**src/rtl/mem_port_arbiter_pkg.sv**
```systemverilog
// Shared types and defaults for the instruction-fetch / load-store memory port arbiter.
package mem_port_arbiter_pkg;

    typedef enum logic [1:0] {
        IDLE     = 2'd0,
        WAIT_IF  = 2'd1,
        WAIT_LSU = 2'd2
    } arb_state_e;

    localparam int unsigned STARVE_MAX_DEF = 4;
    localparam int unsigned INST_W         = 32;
    localparam int unsigned WMASK_W        = 8;

endpackage

```
**src/rtl/mem_port_arbiter.sv**
```systemverilog
// Single-outstanding arbiter sharing one memory port between fetch (IF) and load/store (LSU).
// Optional IF anti-starvation guard enabled by defining ARB_STARVE_GUARD_EN.
module mem_port_arbiter
    import mem_port_arbiter_pkg::*;
#(
    parameter int unsigned ADDR_W     = 64,
    parameter int unsigned DATA_W     = 64,
    parameter int unsigned STARVE_MAX = STARVE_MAX_DEF
) (
    input  logic               clk,
    input  logic               rst,
    input  logic               if_req_valid,
    output logic               if_req_ready,
    input  logic [ADDR_W-1:0]  if_addr,
    input  logic               if_kill,
    output logic               if_rsp_valid,
    output logic [INST_W-1:0]  if_inst,
    input  logic               lsu_req_valid,
    output logic               lsu_req_ready,
    input  logic [ADDR_W-1:0]  lsu_addr,
    input  logic               lsu_we,
    input  logic [DATA_W-1:0]  lsu_wdata,
    input  logic [WMASK_W-1:0] lsu_wmask,
    output logic               lsu_rsp_valid,
    output logic [DATA_W-1:0]  lsu_rdata,
    output logic               mem_req_valid,
    input  logic               mem_req_ready,
    output logic [ADDR_W-1:0]  mem_addr,
    output logic               mem_we,
    output logic [DATA_W-1:0]  mem_wdata,
    output logic [WMASK_W-1:0] mem_wmask,
    input  logic               mem_rsp_valid,
    input  logic [DATA_W-1:0]  mem_rdata,
    output logic               busy
);

    arb_state_e state_reg, state_next;
    logic       kill_reg, kill_next;
    logic       if_cand;
    logic       grant_if;
    logic       grant_lsu;
    logic       if_boost;

    // A fetch being redirected this cycle is not worth starting.
    assign if_cand = if_req_valid & ~if_kill;

`ifdef ARB_STARVE_GUARD_EN
    localparam int unsigned CNT_W = (STARVE_MAX < 1) ? 1 : $clog2(STARVE_MAX + 1);

    logic [CNT_W-1:0] starve_reg, starve_next;

    assign if_boost = (starve_reg >= CNT_W'(STARVE_MAX)) & if_cand;

    always_comb begin
        starve_next = starve_reg;
        if (state_reg == IDLE && mem_req_ready) begin
            if (grant_if) begin
                starve_next = '0;
            end else if (grant_lsu) begin
                if (!if_req_valid) begin
                    starve_next = '0;
                end else if (starve_reg < CNT_W'(STARVE_MAX)) begin
                    starve_next = starve_reg + 1'b1;
                end
            end
        end
    end

    always_ff @(posedge clk) begin
        if (rst) begin
            starve_reg <= '0;
        end else begin
            starve_reg <= starve_next;
        end
    end
`else
    assign if_boost = 1'b0;
`endif

    always_comb begin
        state_next    = state_reg;
        kill_next     = kill_reg;
        grant_if      = 1'b0;
        grant_lsu     = 1'b0;
        if_req_ready  = 1'b0;
        lsu_req_ready = 1'b0;
        mem_req_valid = 1'b0;
        if_rsp_valid  = 1'b0;
        lsu_rsp_valid = 1'b0;
        mem_addr      = lsu_addr;
        mem_we        = lsu_we;
        mem_wdata     = lsu_wdata;
        mem_wmask     = lsu_wmask;

        case (state_reg)
            IDLE: begin
                kill_next = 1'b0;
                // LSU belongs to an older instruction, so it normally goes first.
                if (lsu_req_valid && !if_boost) begin
                    grant_lsu = 1'b1;
                end else if (if_cand) begin
                    grant_if = 1'b1;
                end
                mem_req_valid = grant_lsu | grant_if;
                lsu_req_ready = grant_lsu & mem_req_ready;
                if_req_ready  = grant_if & mem_req_ready;
                if (grant_if) begin
                    mem_addr  = if_addr;
                    mem_we    = 1'b0;
                    mem_wdata = '0;
                    mem_wmask = '0;
                end
                if (grant_lsu && mem_req_ready) begin
                    state_next = WAIT_LSU;
                end else if (grant_if && mem_req_ready) begin
                    state_next = WAIT_IF;
                end
            end
            WAIT_IF: begin
                if (if_kill) begin
                    kill_next = 1'b1;
                end
                if (mem_rsp_valid) begin
                    if_rsp_valid = ~(kill_reg | if_kill);
                    kill_next    = 1'b0;
                    state_next   = IDLE;
                end
            end
            WAIT_LSU: begin
                if (mem_rsp_valid) begin
                    lsu_rsp_valid = 1'b1;
                    state_next    = IDLE;
                end
            end
            default: begin
                state_next = IDLE;
                kill_next  = 1'b0;
            end
        endcase
    end

    always_ff @(posedge clk) begin
        if (rst) begin
            state_reg <= IDLE;
            kill_reg  <= 1'b0;
        end else begin
            state_reg <= state_next;
            kill_reg  <= kill_next;
        end
    end

    assign if_inst   = mem_rdata[INST_W-1:0];
    assign lsu_rdata = mem_rdata;
    assign busy      = (state_reg != IDLE);

endmodule

```
**config.mk**
```make
export PLATFORM = sky130hd
export DESIGN_NAME = mem_port_arbiter
export DESIGN_NICKNAME = d
export VERILOG_FILES = /design/src/rtl/mem_port_arbiter_pkg.sv /design/src/rtl/mem_port_arbiter.sv
export SDC_FILE = /design/constraint.sdc
export NUM_CORES = 1
export LEC_CHECK = 0
export CAP_MARGIN = 5
export CORE_AREA = 2 2 200 202
export CTS_BUF_LIST = sky130_fd_sc_hd__clkbuf_8
export CTS_CLUSTER_SIZE = 16
export DETAILED_ROUTE_END_ITERATION = 8
export DIE_AREA = 0 0 202 204
export PLACE_DENSITY = 0.39
export SYNTH_ARGS = -nofsm -noshare
export SYNTH_HDL_FRONTEND = slang
export SYNTH_SLANG_ARGS = --single-unit
```
**constraint.sdc**
```tcl
create_clock -name clk -period 4.5 [get_ports clk]
set_input_delay 1.35 -clock clk [delete_from_list [all_inputs] [get_ports clk]]
set_output_delay 1.35 -clock clk [all_outputs]
set_load 0.05 [all_outputs]
```
==> metrics <==
status completed; GRT overflow 0; type of the most critical hold path flop to flop; Core Box Area 0.0392 mm^2; final worst-path cycle share 0.966; largest net degree at the start of global routing 22; Leakage 0.00228 uW; die width 202 um; Synth Net Count 554; PortBufs 350; Final Max Slew Viols 0; Yosys reg bits 3; crit-path leading delay family buffers and inverters; RSZ-0062 raised after global routing no; Power Dens Cells 186 mW/mm^2; Initial Utilization 0.0573; synthesized area 0.00224 mm^2; reg2reg end state_reg[1]$_SDFFE_PP0P_; Skew-Pair Late Insertion Delay 220 ps; Synth area leader buf_4; reg-to-reg slack, setup 3090 ps; H-tree Lvls 1; Cells after Synth 279; Worst Path Arrival 3000 ps; Net count, final 820; synth unique cells 19; Fillers 4,436; Worst EP required 3150 ps; TritonCTS Buffers 3; die area 0.0412 mm^2; Ports 511; area of the multi-input gates 0.00138 mm^2; Largest register FFs 2; worst rel slew slack 0.610; cell count along the critical path 8; setup violators final 0; vias 2,810; Worst-Margin Slew 576 ps; Rows 73; Global Route Usage Sum 0.0606; Layout area overhead 153%; Final TNS setup 0 ps; Synth top area share 0.341; Routed WL 14.5 mm; worst r2r src state_reg[0]$_SDFFE_PP0P_; die height 204 um; antenna viol nets, final 0; Max stage delay on crit path 340 ps; first-pass GRT wire length 18.2 mm; dominant cells by area after synthesis buf_4 (34%), mux2_2 (32%), nor2b_1 (20%), dfxtp_1 (2.7%), buf_2 (2.0%); min Tclk post-route 4350 ps; Hold Vio Cnt, Final 0; yosys warns 0; Critical Path Sink mem_addr[18]; WS Path Type primary input to output pin; max-cap violation count 0; slowest library cell on the worst path mux2_2; critical path fanouts, max 8; highest clock rate 230 MHz; CTS tree built; DRC viols 0; vias per cell 2.63; Critical Path End Type output pin; vias in the first global route 2,671; critical path cell sequence dlygate4sd2_1 > nor2b_4 > nor3b_4 > buf_12 > buf_16 > buf_4 > mux2_2 > buf_4; placed cell area 0.00549 mm^2; layout cells sized above 1 0.428; R2R cell count 5; post-DP HPWL 12.7 mm; worst path bufs/invs 5; Peak VDD IR 69.4 uV; Antenna Cells 0; Final Util 0.145; CTS sink count 3; First-pass DRT Iterations 4; clk slew on worst S/H paths 30 ps; gpl congestion 0.707; Critical Path Start Type primary input; mean post-synth cell area 8.04 um^2; clock buffer depth 2; Critical Path Source if_kill; initial antenna violation count 1; cts hold-fix bufs 0; skew final 1.45 ps; wire length per cell 13.6 um; drt first-iter violations 79; Crit path top cell by count buf_4; Seq/Total Area, Yosys 0.0268; register area 60.1 um^2; post-route cell area 0.00568 mm^2; hold slack 497 ps; CTS Root Buffer Type clkbuf_8
## per-layer routing
layer	routed length, um	up-vias	GRT usage	part of all wire
met4	178	0	0.0118	0.012
li1	-	1331	-	-
met1	5500	1209	0.0699	0.38
met2	6700	255	0.0944	0.46
met5	0	-	0	0
met3	2160	15	0.0389	0.15
## cell usage in the layout, fill, tap and decap left out, drive strengths merged, types with 3 or more instances in the layout
cell and n:
inv 6, nand2b 5, nor2 3, clkdlybuf4s50 205, dfxtp 3, mux2 64, nor2b 74, ha 3
clkbuf 5, buf 162
## Yosys cell counts
cell	instances
ha_1	3
nand2b_1	5
mux2i_1	2
buf_4	102
nor3_1	1
a21oi_1	2
and2_1	1
nor2b_2	1
nor3b_2	1
mux2_2	64
nor4b_1	1
a211o_1	1
o311a_1	1
nor2_1	3
dfxtp_1	3
inv_1	5
nor2b_1	73
and3_1	1
buf_2	9
## logic make-up after synthesis
family                   synth area share
AO/OA/AOI/OAI                      0.0128
flip-flops                         0.0268
AND/OR/NAND/NOR                     0.244
buffers and inverters               0.370
adder cells (fa/ha/maj)            0.0167
multiplexers                        0.330
## what timing repair did
action	in CTS	in global routing
setup buffers	0	1
cloned	0	2
resized for setup	16	6
endpoints found under the setup margin	52	57
## worst min path at each step
stage	slack [ps]	end	cells after the start	from
3_3_place_gp	490	state_reg[1]$_SDFFE_PP0P_	2	state_reg[1]$_SDFFE_PP0P_
4_1_cts	500	state_reg[1]$_SDFFE_PP0P_	2	state_reg[1]$_SDFFE_PP0P_
6_report	500	state_reg[1]$_SDFFE_PP0P_	2	state_reg[1]$_SDFFE_PP0P_
2_1_floorplan	460	state_reg[1]$_SDFFE_PP0P_	2	state_reg[1]$_SDFFE_PP0P_
5_1_grt	520	state_reg[0]$_SDFFE_PP0P_	2	state_reg[0]$_SDFFE_PP0P_
3_5_place_dp	500	state_reg[1]$_SDFFE_PP0P_	2	state_reg[1]$_SDFFE_PP0P_
## power breakdown
part	total, uW	switching, uW	internal [uW]
Sequential	32.7	2.54	30.1
Clock	75.8	17.8	58.1
Combinational	947	540	407
## worst register-to-register path, stage by stage, from the launching register on
cell and delay, ps:
dfxtp_1 320, inv_1 80, ha_1 190, inv_1 150
o311a_1 430, mux2i_1 130
## final cells by class
| type | count | share of cell area |
|---|---|---|
| repair buffers | 372 | 0.620 |
| clock buffers | 3 | 0.00727 |
| multi-input cells | 160 | 0.243 |
| well taps | 525 | 0.116 |
| flip-flops and latches | 3 | 0.0106 |
| clock inverters | 1 | 0.000661 |
| inverters | 5 | 0.00330 |
## stage by stage
step           total power, uW  setup WS [ps]  cells
6_report                  1060            151   1069
3_5_place_dp               967          -29.2   1062
2_1_floorplan              796           99.0    279
5_1_grt                   1100           69.8   1069
3_3_place_gp               973          -34.7   1062
4_1_cts                   1060          -30.3   1066
Power figures use the tool's default switching activity.
